<file path="src/rtl/snake_head_mover_pkg.sv">
// Shared definitions for the snake head mover and the navigation FSM that
// feeds it.
//   - DIR_* : 2-bit direction codes carried on DIRECTION / DIR_APPLIED
//   - state_e : mover state machine encoding (IDLE / RUN / DEAD)
//   - is_opposite : true when two direction codes point 180 degrees apart
package snake_head_mover_pkg;

   localparam logic [1:0] DIR_RIGHT = 2'b00;
   localparam logic [1:0] DIR_DOWN  = 2'b01;
   localparam logic [1:0] DIR_UP    = 2'b10;
   localparam logic [1:0] DIR_LEFT  = 2'b11;

   typedef enum logic [1:0] {
      ST_IDLE = 2'd0,
      ST_RUN  = 2'd1,
      ST_DEAD = 2'd2
   } state_e;

   // The codes are chosen so that opposite directions are bitwise
   // complements of each other (00<->11, 01<->10).
   function automatic logic is_opposite(input logic [1:0] a, input logic [1:0] b);
      return (a ^ b) == 2'b11;
   endfunction

endpackage

</file>
<file path="src/rtl/snake_head_mover_tick_divider.sv">
// game_tick_divider: single-cycle pulse generator dividing CLOCK by TICK_DIV.
//   CLOCK  : system clock
//   RESET  : synchronous active-high reset, clears the count
//   ENABLE : count advances only while high; the count holds while low
//   TICK   : high for the one cycle in which the count sits at TICK_DIV-1
//            with ENABLE high; the count wraps to 0 on that same edge
module game_tick_divider #(
   parameter int TICK_DIV = 5000000
) (
   input  logic CLOCK,
   input  logic RESET,
   input  logic ENABLE,
   output logic TICK
);

   localparam int CNT_W = (TICK_DIV > 1) ? $clog2(TICK_DIV) : 1;
   localparam logic [CNT_W-1:0] CNT_LAST = CNT_W'(TICK_DIV - 1);

   logic [CNT_W-1:0] count_q;
   logic [CNT_W-1:0] count_d;

   // TICK is decoded from the registered count so the consumer can act on
   // the same edge at which the count wraps.
   assign TICK = ENABLE && (count_q == CNT_LAST);

   always_comb begin
      count_d = count_q;
      if (ENABLE) begin
         if (count_q == CNT_LAST) begin
            count_d = '0;
         end else begin
            count_d = count_q + CNT_W'(1);
         end
      end
   end

   always_ff @(posedge CLOCK) begin
      if (RESET) begin
         count_q <= '0;
      end else begin
         count_q <= count_d;
      end
   end

endmodule

</file>
<file path="src/rtl/snake_head_mover.sv">
// snake_head_mover: advances the snake head one grid cell per game step.
//   CLOCK       : system clock
//   RESET       : synchronous active-high reset (overrides every state)
//   ENABLE      : run/pause; game steps only count down while high
//   DIRECTION   : requested direction, sampled only on the step edge
//   HEAD_X/Y    : registered head position on the GRID_W x GRID_H field
//   DIR_APPLIED : direction used by the most recent step
//   MOVE_STROBE : one-cycle pulse in the cycle the head position changed
//   GAME_OVER   : sticky wall-hit flag (never set when WRAP=1)
module snake_head_mover
   import snake_head_mover_pkg::*;
#(
   parameter int GRID_W   = 32,
   parameter int GRID_H   = 24,
   parameter int X_W      = 5,
   parameter int Y_W      = 5,
   parameter int TICK_DIV = 5000000,
   parameter int WRAP     = 0
) (
   input  logic           CLOCK,
   input  logic           RESET,
   input  logic           ENABLE,
   input  logic [1:0]     DIRECTION,
   output logic [X_W-1:0] HEAD_X,
   output logic [Y_W-1:0] HEAD_Y,
   output logic [1:0]     DIR_APPLIED,
   output logic           MOVE_STROBE,
   output logic           GAME_OVER
);

   localparam logic [X_W-1:0] X_START = X_W'(GRID_W / 2);
   localparam logic [Y_W-1:0] Y_START = Y_W'(GRID_H / 2);
   localparam logic [X_W-1:0] X_LAST  = X_W'(GRID_W - 1);
   localparam logic [Y_W-1:0] Y_LAST  = Y_W'(GRID_H - 1);
   localparam bit             WRAP_EN = (WRAP != 0);

   state_e         state_q, state_d;
   logic [X_W-1:0] head_x_q, head_x_d;
   logic [Y_W-1:0] head_y_q, head_y_d;
   logic [1:0]     dir_q, dir_d;
   logic           strobe_q, strobe_d;
   logic           game_over_q, game_over_d;

   logic           step_tick;
   logic [1:0]     dir_sel;
   logic [X_W-1:0] next_x;
   logic [Y_W-1:0] next_y;
   logic           edge_hit;

   // Counting only happens in RUN, so the count stays 0 in IDLE and freezes
   // in DEAD.
   game_tick_divider #(
      .TICK_DIV(TICK_DIV)
   ) u_tick (
      .CLOCK (CLOCK),
      .RESET (RESET),
      .ENABLE(ENABLE && (state_q == ST_RUN)),
      .TICK  (step_tick)
   );

   // Candidate move. The edge test is made on the current coordinate before
   // any add/sub, so an unsigned underflow never occurs and GRID_W/GRID_H
   // need not be powers of two. next_* already holds the wrapped cell.
   always_comb begin
      dir_sel  = is_opposite(DIRECTION, dir_q) ? dir_q : DIRECTION;
      next_x   = head_x_q;
      next_y   = head_y_q;
      edge_hit = 1'b0;
      case (dir_sel)
         DIR_RIGHT: begin
            if (head_x_q == X_LAST) begin
               edge_hit = 1'b1;
               next_x   = '0;
            end else begin
               next_x = head_x_q + X_W'(1);
            end
         end
         DIR_LEFT: begin
            if (head_x_q == '0) begin
               edge_hit = 1'b1;
               next_x   = X_LAST;
            end else begin
               next_x = head_x_q - X_W'(1);
            end
         end
         DIR_DOWN: begin
            if (head_y_q == Y_LAST) begin
               edge_hit = 1'b1;
               next_y   = '0;
            end else begin
               next_y = head_y_q + Y_W'(1);
            end
         end
         default: begin // DIR_UP
            if (head_y_q == '0) begin
               edge_hit = 1'b1;
               next_y   = Y_LAST;
            end else begin
               next_y = head_y_q - Y_W'(1);
            end
         end
      endcase
   end

   always_comb begin
      state_d     = state_q;
      head_x_d    = head_x_q;
      head_y_d    = head_y_q;
      dir_d       = dir_q;
      strobe_d    = 1'b0;
      game_over_d = game_over_q;
      case (state_q)
         ST_IDLE: begin
            if (ENABLE) begin
               state_d = ST_RUN;
            end
         end
         ST_RUN: begin
            if (step_tick) begin
               // A fatal step still records the direction that was attempted.
               dir_d = dir_sel;
               if (edge_hit && !WRAP_EN) begin
                  state_d     = ST_DEAD;
                  game_over_d = 1'b1;
               end else begin
                  head_x_d = next_x;
                  head_y_d = next_y;
                  strobe_d = 1'b1;
               end
            end
         end
         ST_DEAD: begin
         end
         default: begin
            state_d = ST_IDLE;
         end
      endcase
   end

   always_ff @(posedge CLOCK) begin
      if (RESET) begin
         state_q     <= ST_IDLE;
         head_x_q    <= X_START;
         head_y_q    <= Y_START;
         dir_q       <= DIR_RIGHT;
         strobe_q    <= 1'b0;
         game_over_q <= 1'b0;
      end else begin
         state_q     <= state_d;
         head_x_q    <= head_x_d;
         head_y_q    <= head_y_d;
         dir_q       <= dir_d;
         strobe_q    <= strobe_d;
         game_over_q <= game_over_d;
      end
   end

   assign HEAD_X      = head_x_q;
   assign HEAD_Y      = head_y_q;
   assign DIR_APPLIED = dir_q;
   assign MOVE_STROBE = strobe_q;
   assign GAME_OVER   = game_over_q;

endmodule

</file>
<file path="config.mk">
export PLATFORM = sky130hd
export DESIGN_NAME = snake_head_mover
export DESIGN_NICKNAME = d
export VERILOG_FILES = /design/src/rtl/snake_head_mover_pkg.sv /design/src/rtl/snake_head_mover_tick_divider.sv /design/src/rtl/snake_head_mover.sv
export SDC_FILE = /design/constraint.sdc
export NUM_CORES = 1
export LEC_CHECK = 0
export BUFFER_PORTS_ARGS = -buffer_cell sky130_fd_sc_hd__buf_4
export CAP_MARGIN = 20
export CORE_MARGIN = 4
export CORE_UTILIZATION = 60
export CTS_BUF_LIST = sky130_fd_sc_hd__clkbuf_8
export DETAILED_ROUTE_END_ITERATION = 8
export PLACE_DENSITY_LB_ADDON = 0.25
export SLEW_MARGIN = 5
export SYNTH_ARGS = -nofsm -noshare
export SYNTH_HDL_FRONTEND = slang
export SYNTH_SLANG_ARGS = --single-unit
</file>
<file path="constraint.sdc">
create_clock -name CLOCK -period 4.6 [get_ports CLOCK]
set_clock_uncertainty 0.05 [all_clocks]
set_input_delay 0.92 -clock CLOCK [delete_from_list [all_inputs] [get_ports CLOCK]]
set_output_delay 0.92 -clock CLOCK [all_outputs]
set_load 0.05 [all_outputs]
</file>
# == After elaboration in Yosys (flattened, before gate mapping) ==
# Cells that the tools add are included.
# classes
addsub,5
multipliers,0
n_div,0
n_lt_le_gt_ge,0
n_eq_ne,11
n_shift,0
mux,18
n_bitwise,6
n_reduce_logical,14
# op_table
operator,n
$add 23x1->23 const B,1
$eq 23x23->1 const B,1
$mux 23,1
$mux 5,4
$pmux 5 s2,2
$reduce_and 4->1,3
$add 5x1->5 const B,2
$eq 5x5->1 const B,2
$logic_not 5->1,2
$sub 5x1->5 const B,2
$mux 2,4
$eq 2x2->1 const B,3
$ne 2x2->1 const B,3
$pmux 2 s3,1
$mux 1,5
$not 1->1,5
$eq 2x1->1 const B,2
$logic_not 2->1,2
$pmux 1 s3,1
$reduce_and 3->1,1
$reduce_or 3->1,1
$logic_and 1x1->1,2
$reduce_and 2->1,1
$reduce_bool 2->1,1
other kinds (2),2
# totals
register_bits,39
latch_bits,0
ramBits,0
mem_bits_ro,0
inputBits,5
out_inout_bits,14
mem_count,0

# == Logic depth before layout (Yosys ltp) ==
# logic_depth
ltp_word,8
depth_mapped,10
ltp_nobuf,8

# == Cells and area by module ==
# From an unflattened synthesis, not the netlist that was laid out.
# unflattened
hier_cells,257
hier_area_um2,2255.9
# by_module_without_submodules
module,instances,cells_each,area_each_um2
snake_head_mover,1,134,1138.6
game_tick_divider,1,123,1117.3

# == Worst setup path before layout ==
# Ideal clock, no wire load.
# synth_timing
path_type,in2reg
startpoint,input DIRECTION[0]
endpoint,register head_x_q[0] (netlist: HEAD_X[0])
setup_ps,115
t_arrival_ps,2760
t_required_ps,4435
setup_slack_ps,1675
path_stages,10
path_cell_list,xnor2_1 -> mux2_2 -> inv_1 -> ha_1 -> clkbuf_1 -> nand2_1 -> a32o_1 -> buf_6 -> and3_2 -> a31o_1
# synth_via
elab_chain_len,7
word_cells_on_any_way,11
classes_between,3 x eq/ne; 3 x mux; 2 x bitwise; 3 x reduce/logical
# synth_rtl
element,line_no,source
start: declaration,snake_head_mover.sv:23,"input logic [1:0] DIRECTION,"
$xor 2x2->2 (*),snake_head_mover_pkg.sv:22,return (a ^ b) == 2'b11;
$eq 2x2->1 (*),snake_head_mover_pkg.sv:22,
$mux 2 (*),snake_head_mover.sv:65,"dir_sel = is_opposite(DIRECTION, dir_q) ? dir_q : DIRECTION;"
net dir_sel[1],snake_head_mover.sv:45,logic [1:0] dir_sel;
"$eq 2x1->1, or another cell as far along",snake_head_mover.sv:69,case (dir_sel)
$pmux 1 s3,snake_head_mover.sv:69,
$not 1->1 (no line),--,
$reduce_and 4->1 (no line),--,
end signal: assignment,snake_head_mover.sv:143,head_x_q <= X_START;
end signal: assignment,snake_head_mover.sv:150,head_x_q <= head_x_d;
end: declaration,snake_head_mover.sv:38,"logic [X_W-1:0] head_x_q, head_x_d;"
# Mark *: on every way through the listed nets, which the timed path passes. The rest lies on a longest branch.
# A chain may end at the register's enable or synchronous reset.

# == Worst setup path in the final report ==
# layout_timing
startpoint,input DIRECTION[0]
endpoint,register head_y_q[2] (netlist: HEAD_Y[2])
# layout_via
elab_chain_len,7
word_cells_on_any_way,12
classes_between,3 x eq/ne; 3 x mux; 3 x bitwise; 3 x reduce/logical
# layout_rtl
element,line_no,source
$xor 2x2->2 (*),snake_head_mover_pkg.sv:22,
$eq 2x2->1 (*),snake_head_mover_pkg.sv:22,
$mux 2 (*),snake_head_mover.sv:65,
net dir_sel[1],snake_head_mover.sv:45,
"$eq 2x1->1, or another cell as far along",snake_head_mover.sv:69,
$pmux 1 s3 / $reduce_or 2->1 (equally long branches),--,
$not 1->1 (no line),--,
$reduce_and 4->1 (no line),--,
end signal: assignment,snake_head_mover.sv:151,head_y_q <= head_y_d;
end: declaration,snake_head_mover.sv:39,"logic [Y_W-1:0] head_y_q, head_y_d;"
# Marked as above.

==> results.toml <==
[run_status]
status = "complete, no violations"

[timing]
rsz0062_at_grt = "no"
setup_viol = 0
period_minus_slack_ps = 2920
hold_ws_ps = 448
report.final.slew_viol_count = 0
tns_ps = 0
hold_violations = 0
finalCritPeriodShare = 0.635
tightest_slew_ps = 697
fmax_mhz = 342
max_slew_margin = 0.534

[setup_path]
slowest_stage = "a32o_1"
cp_num_buf_inv = 2
regToRegSetupSlack_ps = 2030
crit_path_start = "DIRECTION[0]"
worstSetupEndpoint = "HEAD_Y[2]"
cp_top_family = "simple AND/OR/NAND/NOR gates"
crit_fanout = 13
arrival_ps = 3060
path_class = "in2reg"
required_ps = 4740
cp_slowest_stage_delay_ps = 410
critPathLaunchType = "input port"
ff2ff_path_depth = 8
worstReg2RegStart = "DIR_APPLIED[0]"
cp.depth = 9
regToRegEndpoint = "HEAD_Y[2]"
crit_chain = "buf_4 -> xnor2_1 -> mux2_2 -> inv_1 -> ha_1 -> nand2_1 -> a32o_1 -> nand4_1 -> or3b_1"
crit_path_end_kind = "flop"

[power]
clock_power_share = 0.446
p_sw_frac = 0.217
p_int_mw = 0.526
p_leak_nw = 0.931
p_sw_mw = 0.146
comb_power_share = 0.048
powerDensity_nw_per_um2 = 266
power_frac_seq = 0.506
peakVddDrop_uv = 174

[final_layout]
final_common_cell = "nor2_1"
multi_input_area_sq_um = 1380
layout.nets = 299
drive_gt1_frac = 0.137
final_util = 0.685
antennaDiodeCount = 0
fill_cells = 330
ff_latch_area_sq_um = 781
area_delta_synth_final_pct = 9.91
mostFrequentLayoutCells = "nor2_1, dfxtp_1, xnor2_1, buf_4, nand2_1"

[clock_network]
cts_hold_buf = 0
clkTransAtPathRegs_ps = 80
cts_setup_buffers = 0
cts_buffer_depth = 2
htreeDepth = 2
clockRootBuffer = "clkbuf_8"
cts_buffers = 5
cts_resized = 0
cts_sinks = 39
insertion_delay_ps = 300
tritoncts = "done"

[grt]
grt_overflow = 0
grt_antenna_before_repair = 0
grt_pass1_vias = 1799
grt_pass1_wl_um = 8180
grtUsageTotal = 0.204
grt_max_degree = 22

[floorplan]
die-height_um = 69.9
fp-row-count = 22
io_pins = 19
fp.dieW_um = 69.9
core_area_sq_um = 3690
die_area_sq_um = 4890
initial_core_util = 0.623

[placed_design]
place.gp.congestion = 0.878
dp_hpwl_um = 3340
io_buffers = 18

[min_path]
hold_class = "reg2reg"

[synth]
synth_edf_count = 0
synth_cell_types = 51
synth_flop_cell = "dfxtp_1"
synthCells = 271
synth-seq-cells = 39
yosysWarnings = 0
synth_area_per_cell_sq_um = 8.48
syn_area_sq_um = 2300
ys_seq_area_frac = 0.340
ys_async_sr_fraction = 0
synthesis.nets = 286

[routing]
drc = 0
routedWlPerCell_um = 14.3
antenna_left = 0
dr.pass1.iters = 4
avgViaCountPerCell = 5.86
drt-total-wl_um = 4770
via_count = 1950
drt_iter0_drc = 142

[job]
drv_cap = 0
[cell usage after synthesis, types with 5 or more instances]
library cell,instances,area share
inv_1,14,0.023
nand3_1,13,0.028
nor2_1,41,0.067
nor4_1,5,0.014
nor3_1,9,0.020
xnor2_1,24,0.091
buf_2,5,0.011
nor4b_1,5,0.019
nand2_1,16,0.026
ha_1,10,0.054
and3_1,9,0.024
a21oi_1,12,0.026
dfxtp_1,39,0.34
[final cells by class]
cell class	count	area share
clock inverter	2	0.0139
sequential	39	0.309
multi-input combinational	205	0.545
inverter	15	0.0223
clock buffer	6	0.0327
tap	48	0.0238
timing repair buffer	18	0.0535
[state kept, by name, summed over array words and instances (netlist names)]
register,count
HEAD_Y,5
u_tick.count_q,23
HEAD_X,5
state_q,2
MOVE_STROBE,1
DIR_APPLIED,2
GAME_OVER,1
[worst register-to-register path, cell delays in order (launching register included)]
cell	delay, ps
dfxtp_1	390
xnor2_1	150
mux2_2	390
inv_1	100
ha_1	350
nand2_1	160
a32o_1	410
nand4_1	130
or3b_1	340
[power by group through the flow]
stage	registers, mW	logic, mW	clock network (mW)
after floorplan	0.348	0.0257	0
after global routing	0.340	0.0358	0.316
after detailed placement	0.348	0.0320	0
after global placement	0.348	0.0314	0
final	0.340	0.0321	0.300
after CTS	0.340	0.0324	0.307
[kinds of logic after synthesis]
group	Yosys count	share of synthesized area
compound gates	34	0.0985
simple gates	127	0.312
xor+xnor	28	0.107
mux	6	0.0272
fa+ha+maj	10	0.0544
buf+inv	27	0.0615
flops	39	0.340
[stage by stage]
step	area (sq um)	setup slack (ps)	power (mW)	instances
floorplan	2300	1670	0.373	271
global placement	2410	1460	0.379	325
detailed placement	2410	1380	0.380	325
CTS	2530	1680	0.679	333
global route	2530	1450	0.692	333
finish	2530	1680	0.672	333
[metal layers]
layer  vias up  track usage  part of all wire
li1        974            -                 -
met1       927        0.267              0.48
met2        39        0.321              0.45
met3        10       0.0403             0.047
met4         0       0.0979             0.023
met5         -            0                 0
[worst min path at each step]
| stage | slack, ps | to | cells past startpoint | start |
|---|---|---|---|---|
| floorplan | 400 | state_q[0] | 1 | state_q[1] |
| global placement | 420 | GAME_OVER | 2 | GAME_OVER |
| detailed placement | 430 | GAME_OVER | 2 | GAME_OVER |
| CTS | 450 | u_tick.count_q[1] | 2 | u_tick.count_q[1] |
| global route | 480 | GAME_OVER | 2 | GAME_OVER |
| finish | 450 | u_tick.count_q[1] | 2 | u_tick.count_q[1] |
Note: power is estimated with default switching activity, not from simulation.
